## src/rtl/freq_div_pkg.sv

```systemverilog
// Shared definitions for the programmable frequency divider: default width and
// the direction-dependent terminal count.
package freq_div_pkg;

   localparam int DIV_WIDTH = 8;

   // Signed so a width cast sign-extends all-ones for counters wider than DIV_WIDTH.
   function automatic logic signed [DIV_WIDTH-1:0] terminal_value(input logic dn);
      return dn ? '0 : '1;
   endfunction

endpackage

```

## src/rtl/programmable_freq_divider_if.sv

```systemverilog
// Control/status bundle of the divider: divisor, direction and preset in,
// counter value and divided outputs back.
import freq_div_pkg::*;

interface programmable_freq_divider_if #(
   parameter int WIDTH = DIV_WIDTH
);
   logic             preset_n;
   logic             dn;
   logic [WIDTH-1:0] div_in;
   logic [WIDTH-1:0] q;
   logic             div_out;
   logic             tc_n;
   logic             half_out;

   modport master (
      output preset_n, dn, div_in,
      input  q, div_out, tc_n, half_out
   );

   modport slave (
      input  preset_n, dn, div_in,
      output q, div_out, tc_n, half_out
   );
endinterface

```

## src/rtl/updown_load_counter.sv

```systemverilog
// Loadable up/down counter with synchronous active-low clear and a flag that is
// high while the count sits at the terminal value for the current direction.
import freq_div_pkg::*;

module updown_load_counter #(
   parameter int WIDTH = DIV_WIDTH
) (
   input  logic             i_clk,
   input  logic             i_clear_n,
   input  logic             i_load,
   input  logic             i_dn,
   input  logic [WIDTH-1:0] i_load_val,
   output logic [WIDTH-1:0] o_q,
   output logic             o_tc
);

   logic [WIDTH-1:0] r_q;
   logic [WIDTH-1:0] w_term;

   assign w_term = WIDTH'(terminal_value(i_dn));

   always_ff @(posedge i_clk) begin
      if (!i_clear_n) begin
         r_q <= '0;
      end else if (i_load) begin
         r_q <= i_load_val;
      end else if (i_dn) begin
         r_q <= r_q - WIDTH'(1);
      end else begin
         r_q <= r_q + WIDTH'(1);
      end
   end

   assign o_q  = r_q;
   assign o_tc = (r_q == w_term);

endmodule

```

## src/rtl/programmable_freq_divider.sv

```systemverilog
// Programmable divider: counter reloads div_in at terminal count, giving a
// one-cycle pulse every N clocks. Half-duty toggle output exists only when
// FREQ_DIV_HALF_DUTY_EN is defined; otherwise half_out is tied low.
import freq_div_pkg::*;

module programmable_freq_divider #(
   parameter int WIDTH = DIV_WIDTH
) (
   input  logic                           clk,
   input  logic                           clear,
   programmable_freq_divider_if.slave     bus
);

   logic             w_load;
   logic             w_tc;
   logic [WIDTH-1:0] w_q;

   // Preset and terminal-count reload share the same load path; clear wins inside the counter.
   assign w_load = ~bus.preset_n | w_tc;

   updown_load_counter #(
      .WIDTH (WIDTH)
   ) u_counter (
      .i_clk      (clk),
      .i_clear_n  (clear),
      .i_load     (w_load),
      .i_dn       (bus.dn),
      .i_load_val (bus.div_in),
      .o_q        (w_q),
      .o_tc       (w_tc)
   );

   assign bus.q       = w_q;
   assign bus.div_out = w_tc;
   assign bus.tc_n    = ~w_tc;

`ifdef FREQ_DIV_HALF_DUTY_EN
   logic r_half;

   // A preset takes priority over the reload, so the toggle holds on preset edges.
   always_ff @(posedge clk) begin
      if (!clear) begin
         r_half <= 1'b0;
      end else if (bus.preset_n && w_tc) begin
         r_half <= ~r_half;
      end
   end

   assign bus.half_out = r_half;
`else
   assign bus.half_out = 1'b0;
`endif

endmodule

```

## src/flat_wrapper.sv

```systemverilog
// flat-port wrapper written by rule: the top's interface ports become plain ports
module programmable_freq_divider_flat 
#(
   parameter int WIDTH = DIV_WIDTH
)
  (clk, clear, bus_preset_n, bus_dn, bus_div_in, bus_q, bus_div_out, bus_tc_n, bus_half_out);
  programmable_freq_divider_if #(.WIDTH(WIDTH)) bus_i ();
  input  logic clk;
  input  logic clear;
  input wire logic [$bits(bus_i.preset_n)-1:0] bus_preset_n;
  input wire logic [$bits(bus_i.dn)-1:0] bus_dn;
  input wire logic [$bits(bus_i.div_in)-1:0] bus_div_in;
  output wire logic [$bits(bus_i.q)-1:0] bus_q;
  output wire logic [$bits(bus_i.div_out)-1:0] bus_div_out;
  output wire logic [$bits(bus_i.tc_n)-1:0] bus_tc_n;
  output wire logic [$bits(bus_i.half_out)-1:0] bus_half_out;
  assign bus_i.preset_n = bus_preset_n;
  assign bus_i.dn = bus_dn;
  assign bus_i.div_in = bus_div_in;
  assign bus_q = bus_i.q;
  assign bus_div_out = bus_i.div_out;
  assign bus_tc_n = bus_i.tc_n;
  assign bus_half_out = bus_i.half_out;
  programmable_freq_divider #(.WIDTH(WIDTH)) u_core (.clk(clk), .clear(clear), .bus(bus_i));
endmodule
```

## config.mk

```make
export PLATFORM = sky130hd
export DESIGN_NAME = programmable_freq_divider_flat
export DESIGN_NICKNAME = d
export VERILOG_FILES = /design/src/rtl/freq_div_pkg.sv /design/src/rtl/programmable_freq_divider_if.sv /design/src/rtl/updown_load_counter.sv /design/src/rtl/programmable_freq_divider.sv /design/src/flat_wrapper.sv
export SDC_FILE = /design/constraint.sdc
export NUM_CORES = 1
export LEC_CHECK = 0
export BUFFER_PORTS_ARGS = -buffer_cell sky130_fd_sc_hd__buf_2
export CAP_MARGIN = 10
export CORE_UTILIZATION = 50
export CTS_CLUSTER_DIAMETER = 200
export DETAILED_ROUTE_END_ITERATION = 8
export PLACE_DENSITY_LB_ADDON = 0.12
export SLEW_MARGIN = 20
export SYNTH_ARGS = -nofsm -noshare
export SYNTH_HDL_FRONTEND = slang
export SYNTH_SLANG_ARGS = --single-unit
```

## constraint.sdc

```tcl
create_clock -name clk -period 4.4 [get_ports clk]
set_clock_uncertainty 0.15 [all_clocks]
set_input_delay 0.44 -clock clk [delete_from_list [all_inputs] [get_ports clk]]
set_output_delay 0.44 -clock clk [all_outputs]
set_load 0.005 [all_outputs]
```

==> report_table.html, run 1 <==
<table>
<tr><th>Metric</th><th>Value</th></tr>
<tr><th colspan="2">Final layout</th></tr>
<tr><td>Share of cells above drive strength 1</td><td>31.07%</td></tr>
<tr><td>Nets</td><td>124</td></tr>
<tr><td>Fill cell instance count of the final layout</td><td>131</td></tr>
<tr><td>P&amp;R area growth vs syn</td><td>16.27%</td></tr>
<tr><td>Max reg flops</td><td>8</td></tr>
<tr><td>Number of non-filler instances in the completed layout</td><td>118</td></tr>
<tr><td>Design Area, Final</td><td>804.5 µm²</td></tr>
<tr><td>Count of inserted antenna diode cells</td><td>0</td></tr>
<tr><th colspan="2">Clocking</th></tr>
<tr><td>Post-cts hold buffer count</td><td>0</td></tr>
<tr><td>TritonCTS Buffers</td><td>3</td></tr>
<tr><td>CTS tree</td><td>done</td></tr>
<tr><td>CTS clk-pin slew, worst paths</td><td>0.06 ns</td></tr>
<tr><td>Number of levels in the clock H-tree</td><td>1</td></tr>
<tr><td>Root cell of the clock tree</td><td>sky130_fd_sc_hd__clkbuf_4</td></tr>
<tr><td>Latest clock arrival within the worst-skew pair</td><td>0.26 ns</td></tr>
<tr><td>Total number of clock tree sinks</td><td>8</td></tr>
<tr><td>Number of gates resized after CTS</td><td>0</td></tr>
<tr><td>Max Root-Sink Buffers</td><td>2</td></tr>
<tr><td>Setup Buffers After CTS</td><td>0</td></tr>
<tr><th colspan="2">Global route</th></tr>
<tr><td>Total congestion overflow after global routing</td><td>0</td></tr>
<tr><td>Antenna violations before repair</td><td>0</td></tr>
<tr><td>Overall routing resource usage</td><td>25.63%</td></tr>
<tr><td>Wire length of the first global-routing pass</td><td>2601 µm</td></tr>
<tr><td>Pin count of the biggest net entering global routing</td><td>13</td></tr>
<tr><td>Via count of the first global-routing pass</td><td>593</td></tr>
<tr><th colspan="2">Worst setup path</th></tr>
<tr><td>Depth of the most critical reg-to-reg path</td><td>6</td></tr>
<tr><td>Cell type of the slowest stage on the worst timing path</td><td>sky130_fd_sc_hd__ha_1</td></tr>
<tr><td>Critical setup path kind</td><td>input port to primary output</td></tr>
<tr><td>RR Endpoint</td><td>u_core.u_counter.o_q[5]</td></tr>
<tr><td>Critical Path RT</td><td>3.81 ns</td></tr>
<tr><td>Longest individual stage delay on the worst path</td><td>0.40 ns</td></tr>
<tr><td>Largest fanout of any net on the critical path</td><td>12</td></tr>
<tr><td>Crit-path leading delay family</td><td>buffers and inverters</td></tr>
<tr><td>Data arrival time of the critical path</td><td>1.86 ns</td></tr>
<tr><td>CP bufs+invs</td><td>3</td></tr>
<tr><td>Top cell by count, worst path</td><td>sky130_fd_sc_hd__buf_2</td></tr>
<tr><td>Crit start category</td><td>input port</td></tr>
<tr><td>Worst setup EP type</td><td>primary output</td></tr>
<tr><td>Critical path cell sequence</td><td>buf_2 &gt; ha_1 &gt; nand4_1 &gt; a211o_2 &gt; clkinv_2 &gt; buf_2</td></tr>
<tr><td>Startpoint of the worst register-to-register path</td><td>u_core.u_counter.o_q[4]</td></tr>
<tr><td>R2R Setup Slk</td><td>2.34 ns</td></tr>
<tr><th colspan="2">Routing</th></tr>
<tr><td>Via count</td><td>713</td></tr>
<tr><td>Final ANT Viol Nets</td><td>0</td></tr>
<tr><td>DRT Wirelength</td><td>1600 µm</td></tr>
<tr><td>Drt initial violations</td><td>26</td></tr>
<tr><td>DR DRC count</td><td>0</td></tr>
<tr><td>First-pass iteration count of the detailed router</td><td>4</td></tr>
<tr><td>Via-to-Cell Ratio</td><td>6.042</td></tr>
<tr><td>Wire length per cell after detailed routing</td><td>13.56 µm</td></tr>
<tr><th colspan="2">Floorplanning</th></tr>
<tr><td>Area enclosed by the die boundary</td><td>1537 µm²</td></tr>
<tr><td># rows</td><td>13</td></tr>
<tr><td>Number of ports placed on the die boundary</td><td>23</td></tr>
<tr><td>Core ar.</td><td>1301 µm²</td></tr>
<tr><td>Horizontal extent of the die</td><td>39.20 µm</td></tr>
<tr><td>Starting density of the core</td><td>53.17%</td></tr>
<tr><td>Chip Height</td><td>39.20 µm</td></tr>
<tr><th colspan="2">Logic synthesis</th></tr>
<tr><td>Fraction of post-synthesis cell area in the top cell type by area</td><td>23.15%</td></tr>
<tr><td>Synth unique cells</td><td>41</td></tr>
<tr><td>Count of flip-flops with a built-in enable after synthesis</td><td>0</td></tr>
<tr><td>Post-synthesis instance total</td><td>84</td></tr>
<tr><td>Synth area leaders</td><td>sky130_fd_sc_hd__dfxtp_1 (23%), sky130_fd_sc_hd__ha_1 (11%), sky130_fd_sc_hd__a21oi_1 (5.8%), sky130_fd_sc_hd__nand3_1 (4.3%), sky130_fd_sc_hd__o211ai_1 (3.3%)</td></tr>
<tr><td>Share of synthesized area occupied by flip-flops and latches</td><td>23.15%</td></tr>
<tr><td>Flops &amp; latches, synth</td><td>8</td></tr>
<tr><td>Most frequent cells after synthesis</td><td>sky130_fd_sc_hd__a21oi_1 (8), sky130_fd_sc_hd__dfxtp_1 (8), sky130_fd_sc_hd__ha_1 (6), sky130_fd_sc_hd__nand3_1 (6), sky130_fd_sc_hd__inv_1 (5)</td></tr>
<tr><td>Mean post-synth cell area</td><td>8.237 µm²</td></tr>
<tr><td>Mapped Area</td><td>691.9 µm²</td></tr>
<tr><td>Yosys warnings</td><td>0</td></tr>
<tr><td>Number of nets produced by synthesis</td><td>103</td></tr>
<tr><td>Cell taking the most area after synthesis</td><td>sky130_fd_sc_hd__dfxtp_1</td></tr>
<tr><td>Post-synth top flop</td><td>sky130_fd_sc_hd__dfxtp_1</td></tr>
<tr><td>Synth async-reset ratio</td><td>0%</td></tr>
<tr><th colspan="2">Power and ir drop</th></tr>
<tr><td>Register share of total power</td><td>37.6%</td></tr>
<tr><td>Power density over the cells</td><td>285.3 nW/µm²</td></tr>
<tr><td>Power Total</td><td>229.5 µW</td></tr>
<tr><td>Leak Pwr</td><td>0.0003842 µW</td></tr>
<tr><td>Net switching fraction of the power</td><td>34.34%</td></tr>
<tr><td>Max rail drop VDD</td><td>0.1967 mV</td></tr>
<tr><td>Logic gate share of total power</td><td>36.4%</td></tr>
<tr><td>P_int</td><td>150.7 µW</td></tr>
<tr><td>Sw Pwr</td><td>78.82 µW</td></tr>
<tr><td>Clock Power Share</td><td>26.1%</td></tr>
<tr><th colspan="2">STA</th></tr>
<tr><td># setup viols final</td><td>0</td></tr>
<tr><td>Smallest hold slack</td><td>0.2747 ns</td></tr>
<tr><td>Post-route clock period utilization</td><td>55.64%</td></tr>
<tr><td>RSZ-0062 raised after global routing</td><td>no</td></tr>
<tr><td>Top achievable clock speed</td><td>408.4 MHz</td></tr>
<tr><td>Max-slew violation count</td><td>0</td></tr>
<tr><td>Sum of negative setup slack</td><td>0 ns</td></tr>
<tr><td>Min cycle time layout</td><td>2.448 ns</td></tr>
<tr><td>Final-report hold violation count</td><td>0</td></tr>
<tr><th colspan="2">Hold path</th></tr>
<tr><td>Worst Min Path Start</td><td>bus_div_in[1]</td></tr>
<tr><td>Destination of the worst hold path</td><td>u_core.u_counter.o_q[1]</td></tr>
<tr><td>Hold/Removal Path Class</td><td>input port to flop</td></tr>
<tr><td>Number of instances on the worst hold path</td><td>3</td></tr>
<tr><th colspan="2">Place</th></tr>
<tr><td>Count of buffers inserted at the top-level ports</td><td>21</td></tr>
<tr><td>Total cell area at the placement stage</td><td>782.0 µm²</td></tr>
<tr><td>Last weighted congestion value of the routability-driven placer</td><td>0.8526</td></tr>
<tr><td>DP Cell Count</td><td>115</td></tr>
<tr><td>Detailed-placement wirelength estimate</td><td>1197 µm</td></tr>
<tr><th colspan="2">Run status</th></tr>
<tr><td>Outcome</td><td>completed</td></tr>
<tr><th colspan="2">Job</th></tr>
<tr><td>Max-cap violations</td><td>0</td></tr>
</table>
## area by class of cell
cell class,count,area (µm²),area share [%]
inverter,7,27.53,3.421
timing repair buffer,21,105.1,13.06
sequential,8,160.2,19.91
clock buffer,3,22.52,2.799
tap,15,18.77,2.333
multi-input combinational,64,470.5,58.48
## worst reg2reg max path: cells and delay by family (launching register included)
kind                       cells  cell delay [ns]
and+or+nand+nor                3             0.81
adders and majority gates      1             0.36
buffers and inverters          1             0.18
DFF                            1             0.31
AOI/OAI and AO/OA              1             0.19
## metrics by stage
step                      utilization, %  setup WS, ns
after global placement             60.10         2.017
after floorplan                        -         2.357
after global routing               61.83         1.839
final                              61.83         1.952
after CTS                          61.83         1.969
after detailed placement           60.10         1.976
## kinds of logic after synthesis
group	count (synthesis)	synth area share (%)
compound gates	33	34.54
xor+xnor	2	2.532
fa+ha+maj	7	13.74
buf+inv	12	8.859
flops	8	23.15
other cells	1	0.5420
simple gates	21	16.64
## worst max path at each step
stage                       end    from  slack [ns]  cells past startpoint
finish              bus_div_out  bus_dn        1.95                      6
CTS                 bus_div_out  bus_dn        1.97                      6
detailed placement  bus_div_out  bus_dn        1.98                      6
floorplan           bus_div_out  bus_dn        2.36                      5
global placement    bus_div_out  bus_dn        2.02                      6
global route        bus_div_out  bus_dn        1.84                      6
## metal layers
| layer | routed length [µm] | up-vias | GRT usage, % |
|---|---|---|---|
| met4 | 33 | 0 | 10.34 |
| met2 | 745 | 33 | 41.67 |
| li1 | - | 352 | - |
| met1 | 707 | 323 | 33.45 |
| met5 | 0 | - | 0 |
| met3 | 114 | 5 | 3.468 |
## power groups by stage
stage                     sequential [µW]  clock (µW)  combinational, µW
after floorplan                      88.0           0               59.2
after global placement               87.6           0               81.7
after detailed placement             88.0           0               82.7
after CTS                            86.3        60.5               83.6
after global routing                 87.3        63.3               96.1
final                                86.2        59.8               83.5
## placed cells by master, fill, tap and decap left out, types with 3 or more instances in the layout
| cell | synthesis | final |
|---|---|---|
| sky130_fd_sc_hd__dfxtp_1 | 8 | 8 |
| sky130_fd_sc_hd__a21oi_1 | 8 | 8 |
| sky130_fd_sc_hd__o211ai_1 | 3 | 3 |
| sky130_fd_sc_hd__nor2_1 | 3 | 3 |
| sky130_fd_sc_hd__ha_1 | 6 | 6 |
| sky130_fd_sc_hd__o21ai_1 | 3 | 3 |
| sky130_fd_sc_hd__nand3_1 | 6 | 6 |
| sky130_fd_sc_hd__inv_1 | 5 | 5 |
| sky130_fd_sc_hd__buf_2 | 0 | 21 |
| sky130_fd_sc_hd__clkbuf_4 | 0 | 3 |
(Power assumes the default switching activity.)
==> run 2, diff against run 1 <==
- CORE_UTILIZATION: 50 -> 43
- clock period: 4.4 -> 2.1 ns (I/O delays scaled with it)
==> run 2 against run 1 <==
Net effect:
- count of clock-buffer cells in the layout stayed put
- sequential power up 110%
- power is 120% higher
- clock power increased by 120%
- worst hold slack lost 0.22 ns
- final area grew 7.2%
- highest routed layer unchanged
==> report_table.html, run 2 (synthesized netlist as in run 1, its figures left out) <==
<table>
<tr><th>Metric</th><th>Value</th></tr>
<tr><th colspan="2">Run status</th></tr>
<tr><td>Outcome</td><td>completed</td></tr>
<tr><th colspan="2">Worst setup path</th></tr>
<tr><td>CP bufs+invs</td><td>2</td></tr>
<tr><td>Critical setup path kind</td><td>flop to primary output</td></tr>
<tr><td>Data arrival time of the critical path</td><td>1.66 ns</td></tr>
<tr><td>Longest individual stage delay on the worst path</td><td>0.36 ns</td></tr>
<tr><td>Crit start category</td><td>flop</td></tr>
<tr><td>Worst setup EP type</td><td>primary output</td></tr>
<tr><td>Cell type of the slowest stage on the worst timing path</td><td>sky130_fd_sc_hd__a211o_2</td></tr>
<tr><td>Critical Path RT</td><td>1.74 ns</td></tr>
<tr><td>Largest fanout of any net on the critical path</td><td>6</td></tr>
<tr><td>Crit-path leading delay family</td><td>compound AO/OA/AOI/OAI gates</td></tr>
<tr><td>Critical path cell sequence</td><td>ha_4 &gt; nand4_1 &gt; a211o_2 &gt; buf_4 &gt; buf_2</td></tr>
<tr><th colspan="2">Power and ir drop</th></tr>
<tr><td>Power density over the cells</td><td>584.8 nW/µm²</td></tr>
<tr><td>Leak Pwr</td><td>0.0004019 µW</td></tr>
<tr><td>Max rail drop VDD</td><td>0.2939 mV</td></tr>
<tr><td>Power Total</td><td>504.1 µW</td></tr>
<tr><th colspan="2">Clocking</th></tr>
<tr><td>Total number of clock tree sinks</td><td>8</td></tr>
<tr><td>TritonCTS Buffers</td><td>3</td></tr>
<tr><td>Latest clock arrival within the worst-skew pair</td><td>0.26 ns</td></tr>
<tr><td>CTS clk-pin slew, worst paths</td><td>0.07 ns</td></tr>
<tr><td>Max Root-Sink Buffers</td><td>2</td></tr>
<tr><td>Number of levels in the clock H-tree</td><td>1</td></tr>
<tr><td>Setup Buffers After CTS</td><td>0</td></tr>
<tr><td>Root cell of the clock tree</td><td>sky130_fd_sc_hd__clkbuf_4</td></tr>
<tr><td>Number of gates resized after CTS</td><td>0</td></tr>
<tr><td>CTS tree</td><td>done</td></tr>
<tr><td>Post-cts hold buffer count</td><td>0</td></tr>
<tr><th colspan="2">Routing</th></tr>
<tr><td>Via count</td><td>725</td></tr>
<tr><td>Wire length per cell after detailed routing</td><td>13.51 µm</td></tr>
<tr><td>DR DRC count</td><td>0</td></tr>
<tr><td>Drt initial violations</td><td>15</td></tr>
<tr><td>Final ANT Viol Nets</td><td>0</td></tr>
<tr><td>DRT Wirelength</td><td>1662 µm</td></tr>
<tr><td>Via-to-Cell Ratio</td><td>5.894</td></tr>
<tr><td>First-pass iteration count of the detailed router</td><td>4</td></tr>
<tr><th colspan="2">Floorplanning</th></tr>
<tr><td>Chip Height</td><td>42.12 µm</td></tr>
<tr><td>Core ar.</td><td>1506 µm²</td></tr>
<tr><td>Horizontal extent of the die</td><td>42.12 µm</td></tr>
<tr><td>Number of ports placed on the die boundary</td><td>23</td></tr>
<tr><td>Area enclosed by the die boundary</td><td>1774 µm²</td></tr>
<tr><td># rows</td><td>14</td></tr>
<tr><td>Starting density of the core</td><td>45.93%</td></tr>
<tr><th colspan="2">Global route</th></tr>
<tr><td>Met3 usage</td><td>2.586%</td></tr>
<tr><td>Overall routing resource usage</td><td>21.34%</td></tr>
<tr><td>Pin count of the biggest net entering global routing</td><td>13</td></tr>
<tr><td>Routing usage on met1</td><td>29.89%</td></tr>
<tr><td>M2 GR Usage</td><td>33.75%</td></tr>
<tr><td>Total congestion overflow after global routing</td><td>0</td></tr>
<tr><td>Most utilized layer in the global route result</td><td>met2</td></tr>
<tr><td>Via count of the first global-routing pass</td><td>664</td></tr>
<tr><td>Antenna violations before repair</td><td>0</td></tr>
<tr><td>Wire length of the first global-routing pass</td><td>2939 µm</td></tr>
<tr><th colspan="2">Final layout</th></tr>
<tr><td>Max reg flops</td><td>8</td></tr>
<tr><td>Share of cells above drive strength 1</td><td>35.51%</td></tr>
<tr><td>Commonest cells after routing, fill and taps aside</td><td>sky130_fd_sc_hd__buf_2 (21), sky130_fd_sc_hd__a21oi_1 (8), sky130_fd_sc_hd__dfxtp_1 (8)</td></tr>
<tr><td>Nets</td><td>128</td></tr>
<tr><td>P&amp;R area growth vs syn</td><td>24.59%</td></tr>
<tr><td>Fill cell instance count of the final layout</td><td>143</td></tr>
<tr><td>Design Area, Final</td><td>862.1 µm²</td></tr>
<tr><td>Fraction of the core area covered by cells at the end of the flow</td><td>57.23%</td></tr>
<tr><td>Most common cell after layout, fill and taps aside</td><td>sky130_fd_sc_hd__buf_2</td></tr>
<tr><td>Count of inserted antenna diode cells</td><td>0</td></tr>
<tr><th colspan="2">STA</th></tr>
<tr><td>Final-report hold violation count</td><td>0</td></tr>
<tr><td>Post-route clock period utilization</td><td>96.19%</td></tr>
<tr><td>Max-slew violation count</td><td>0</td></tr>
<tr><td>Top achievable clock speed</td><td>495.1 MHz</td></tr>
<tr><td>Sum of negative setup slack</td><td>0 ns</td></tr>
<tr><td>RSZ-0062 raised after global routing</td><td>no</td></tr>
<tr><td>Min cycle time layout</td><td>2.020 ns</td></tr>
<tr><td># setup viols final</td><td>0</td></tr>
<tr><td>Smallest hold slack</td><td>0.05077 ns</td></tr>
<tr><th colspan="2">Job</th></tr>
<tr><td>Max-cap violations</td><td>0</td></tr>
<tr><th colspan="2">Place</th></tr>
<tr><td>Total cell area at the placement stage</td><td>813.3 µm²</td></tr>
<tr><td>Last weighted congestion value of the routability-driven placer</td><td>0.7975</td></tr>
<tr><td>Detailed-placement wirelength estimate</td><td>1250 µm</td></tr>
<tr><td>Count of buffers inserted at the top-level ports</td><td>21</td></tr>
<tr><th colspan="2">Hold path</th></tr>
<tr><td>Hold/Removal Path Class</td><td>input port to flop</td></tr>
</table>
-- run 2: final cells by class --
| type | count | area [µm²] | share of cell area (%) |
|---|---|---|---|
| clock buffer | 3 | 22.52 | 2.612 |
| inverter | 7 | 28.78 | 3.338 |
| multi-input combinational | 64 | 495.5 | 57.47 |
| sequential | 8 | 160.2 | 18.58 |
| tap | 16 | 20.02 | 2.322 |
| timing repair buffer | 25 | 135.1 | 15.67 |
-- run 2: per-layer routing --
layer  up-vias  share of wire (%)
met3         2                5.5
li1        364                  -
met1       339                 48
met2        20                 46
met5         -                  0
met4         0               0.54
-- run 2: metrics by stage --
| stage | std cells | setup WS [ns] |
|---|---|---|
| finish | 123 | 0.08010 |
| global route | 123 | 0.01460 |
| CTS | 123 | 0.03081 |
| detailed placement | 120 | 0.08052 |
| global placement | 120 | 0.1216 |
| floorplan | 84 | 0.2916 |
-- run 2: worst paths after layout --
| check | startpoint | endpoint | slack (ns) | cells past startpoint |
|---|---|---|---|---|
| setup reg to reg | u_core.u_counter.o_q[2] | u_core.u_counter.o_q[7] | 0.19 | 5 |
| hold / removal | bus_div_in[5] | u_core.u_counter.o_q[5] | 0.05 | 3 |
| setup / recovery | u_core.u_counter.o_q[4] | bus_tc_n | 0.08 | 5 |
| hold reg to reg | u_core.u_counter.o_q[0] | u_core.u_counter.o_q[0] | 0.54 | 3 |
-- run 2: worst reg2reg max path: cells and delay by family, from the launching register on --
kind | cells | cell delay [ns]
compound gates | 4 | 0.98
flops | 1 | 0.32
fa+ha+maj | 1 | 0.35
-- run 2: where the power goes --
part,total [µW],internal (µW),leakage (µW),switching [µW]
combinational,192,95.5,0.000322,96.4
clock,129,66.0,0.0000138,63.3
sequential,183,169,0.0000666,14.4
total,504,330,0.000402,174
==> run 3, diff against run 2 <==
- PLACE_DENSITY_LB_ADDON: 0.12 -> 0.2
- SETUP_SLACK_MARGIN: unset -> 0.05
==> run 3 against run 2 <==
Net effect:
- maximum frequency rose by 2.1%
- worst hold slack barely moved
- final area fell by 0.29%
- register-to-register slack barely moved
- sequential share of layout area rose by 0.054 points
==> report_table.html, run 3 (synthesized netlist as in run 1, its figures left out) <==
<table>
<tr><th>Metric</th><th>Value</th></tr>
<tr><th colspan="2">Job</th></tr>
<tr><td>Max-cap violations</td><td>0</td></tr>
<tr><th colspan="2">Clocking</th></tr>
<tr><td>Post-cts hold buffer count</td><td>0</td></tr>
<tr><td>Latest clock arrival within the worst-skew pair</td><td>0.26 ns</td></tr>
<tr><td>Setup Buffers After CTS</td><td>0</td></tr>
<tr><td>CTS tree</td><td>done</td></tr>
<tr><td>TritonCTS Buffers</td><td>3</td></tr>
<tr><td>CTS clk-pin slew, worst paths</td><td>0.06 ns</td></tr>
<tr><td>Number of levels in the clock H-tree</td><td>1</td></tr>
<tr><td>Root cell of the clock tree</td><td>sky130_fd_sc_hd__clkbuf_4</td></tr>
<tr><td>Total number of clock tree sinks</td><td>8</td></tr>
<tr><td>Max Root-Sink Buffers</td><td>2</td></tr>
<tr><th colspan="2">Power and ir drop</th></tr>
<tr><td>Power density over the cells</td><td>583.5 nW/µm²</td></tr>
<tr><td>Leak Pwr</td><td>0.0003918 µW</td></tr>
<tr><td>Max rail drop VDD</td><td>0.3319 mV</td></tr>
<tr><th colspan="2">Floorplanning</th></tr>
<tr><td>Number of ports placed on the die boundary</td><td>23</td></tr>
<tr><td>Chip Height</td><td>42.12 µm</td></tr>
<tr><td>Horizontal extent of the die</td><td>42.12 µm</td></tr>
<tr><td>Core ar.</td><td>1506 µm²</td></tr>
<tr><td># rows</td><td>14</td></tr>
<tr><td>Area enclosed by the die boundary</td><td>1774 µm²</td></tr>
<tr><td>Starting density of the core</td><td>45.93%</td></tr>
<tr><th colspan="2">STA</th></tr>
<tr><td>Sum of negative setup slack</td><td>0 ns</td></tr>
<tr><td>RSZ-0062 raised after global routing</td><td>no</td></tr>
<tr><td># setup viols final</td><td>0</td></tr>
<tr><td>Max-slew violation count</td><td>0</td></tr>
<tr><td>Final-report hold violation count</td><td>0</td></tr>
<tr><td>Min cycle time layout</td><td>1.978 ns</td></tr>
<tr><td>Post-route clock period utilization</td><td>94.18%</td></tr>
<tr><td>Top achievable clock speed</td><td>505.6 MHz</td></tr>
<tr><th colspan="2">Global route</th></tr>
<tr><td>Overall routing resource usage</td><td>20.63%</td></tr>
<tr><td>Via count of the first global-routing pass</td><td>677</td></tr>
<tr><td>Antenna violations before repair</td><td>0</td></tr>
<tr><td>Total congestion overflow after global routing</td><td>0</td></tr>
<tr><td>Wire length of the first global-routing pass</td><td>2842 µm</td></tr>
<tr><td>Pin count of the biggest net entering global routing</td><td>13</td></tr>
<tr><th colspan="2">Place</th></tr>
<tr><td>Last weighted congestion value of the routability-driven placer</td><td>0.8930</td></tr>
<tr><td>Detailed-placement wirelength estimate</td><td>1232 µm</td></tr>
<tr><td>Count of buffers inserted at the top-level ports</td><td>21</td></tr>
<tr><th colspan="2">Final layout</th></tr>
<tr><td>Fraction of the core area covered by cells at the end of the flow</td><td>57.06%</td></tr>
<tr><td>P&amp;R area growth vs syn</td><td>24.23%</td></tr>
<tr><td>Count of inserted antenna diode cells</td><td>0</td></tr>
<tr><td>Max reg flops</td><td>8</td></tr>
<tr><td>Share of cells above drive strength 1</td><td>35.24%</td></tr>
<tr><td>Most common cell after layout, fill and taps aside</td><td>sky130_fd_sc_hd__buf_2</td></tr>
<tr><td>Commonest cells after routing, fill and taps aside</td><td>sky130_fd_sc_hd__buf_2 (21), sky130_fd_sc_hd__a21oi_1 (8), sky130_fd_sc_hd__dfxtp_1 (8)</td></tr>
<tr><td>Nets</td><td>126</td></tr>
<tr><th colspan="2">Worst setup path</th></tr>
<tr><td>R2R Setup Slk</td><td>0.20 ns</td></tr>
<tr><td>Critical Path RT</td><td>1.74 ns</td></tr>
<tr><td>Largest fanout of any net on the critical path</td><td>6</td></tr>
<tr><td>Critical setup path kind</td><td>flop to primary output</td></tr>
<tr><td>Crit start category</td><td>flop</td></tr>
<tr><td>Depth of the most critical reg-to-reg path</td><td>6</td></tr>
<tr><td>Data arrival time of the critical path</td><td>1.62 ns</td></tr>
<tr><td>RR Endpoint</td><td>u_core.u_counter.o_q[6]</td></tr>
<tr><td>Startpoint of the worst register-to-register path</td><td>u_core.u_counter.o_q[0]</td></tr>
<tr><td>Worst setup EP type</td><td>primary output</td></tr>
<tr><th colspan="2">Hold path</th></tr>
<tr><td>Number of instances on the worst hold path</td><td>3</td></tr>
<tr><td>Worst Min Path Start</td><td>bus_div_in[1]</td></tr>
<tr><td>Hold/Removal Path Class</td><td>input port to flop</td></tr>
<tr><td>Destination of the worst hold path</td><td>u_core.u_counter.o_q[1]</td></tr>
<tr><th colspan="2">Routing</th></tr>
<tr><td>DR DRC count</td><td>0</td></tr>
<tr><td>Wire length per cell after detailed routing</td><td>13.47 µm</td></tr>
<tr><td>Via count</td><td>714</td></tr>
<tr><td>First-pass iteration count of the detailed router</td><td>4</td></tr>
<tr><td>Via-to-Cell Ratio</td><td>5.901</td></tr>
<tr><td>Final ANT Viol Nets</td><td>0</td></tr>
<tr><td>DRT Wirelength</td><td>1630 µm</td></tr>
<tr><td>Drt initial violations</td><td>14</td></tr>
<tr><th colspan="2">Run status</th></tr>
<tr><td>Outcome</td><td>completed</td></tr>
</table>
-- run 3: cell count changes in the layout (fill, tap and decap cells not counted), sizes merged --
cell / before / now
buf: 25 / 23
-- run 3: metrics by stage --
| stage | worst slack (ns) | total power [µW] | std cells | instance area [µm²] | hold slack [ns] |
|---|---|---|---|---|---|
| CTS | 0.08101 | 499.7 | 121 | 845.8 | 0.04832 |
| floorplan | 0.2916 | 308.5 | 84 | 691.9 | 0.1989 |
| global placement | 0.07652 | 358.4 | 118 | 798.3 | 0.3142 |
| finish | 0.1223 | 501.5 | 121 | 859.6 | 0.05031 |
| detailed placement | 0.07504 | 361.5 | 118 | 798.3 | 0.3249 |
| global route | 0.04985 | 534.5 | 121 | 859.6 | 0.05782 |
-- run 3: cell type report --
class	instances	area, µm²
Tap cell	16	20.02
Multi-Input combinational cell	64	508.0
Sequential cell	8	160.2
Inverter	7	28.78
Clock buffer	3	22.52
Timing Repair Buffer	23	120.1
Fill cell	152	646.9
-- run 3: routing by layer --
layer	share of wire (%)	track usage [%]	wire, µm	vias up
li1	-	-	-	358
met1	46	25.40	747	326
met2	48	35.63	779	25
met3	4.2	2.586	69	5
met4	2.1	9.375	34	0
met5	0	0	0	-
-- run 3: how the worst max path moves through the flow --
stage	startpoint	to	cells after the start
after floorplan	u_core.u_counter.o_q[4]	u_core.u_counter.o_q[5]	6
after global placement	bus_dn	u_core.u_counter.o_q[5]	7
after detailed placement	bus_dn	u_core.u_counter.o_q[5]	7
after CTS	u_core.u_counter.o_q[4]	bus_div_out	5
after global routing	u_core.u_counter.o_q[4]	bus_tc_n	5
final	u_core.u_counter.o_q[4]	bus_tc_n	5
-- run 3: timing repair --
item | in CTS | in global routing
hold endpoints to repair | 0 | 0
setup endpoints to repair | 2 | 2
gates resized for setup | 2 | 2
pin swaps | 0 | 3
cloned | 0 | 0
-- run 3: worst max-delay path, stage by stage (launching register included) --
cell and delay [ns]:
sky130_fd_sc_hd__dfxtp_1 0.33, sky130_fd_sc_hd__ha_4 0.30, sky130_fd_sc_hd__nand4_1 0.13, sky130_fd_sc_hd__a211o_2 0.32
sky130_fd_sc_hd__buf_4 0.17, sky130_fd_sc_hd__buf_2 0.12
-- run 3: power by group --
part	internal [µW]	switching, µW
Sequential	169	14.4
Combinational	96.9	96.8
Clock	65.8	58.8
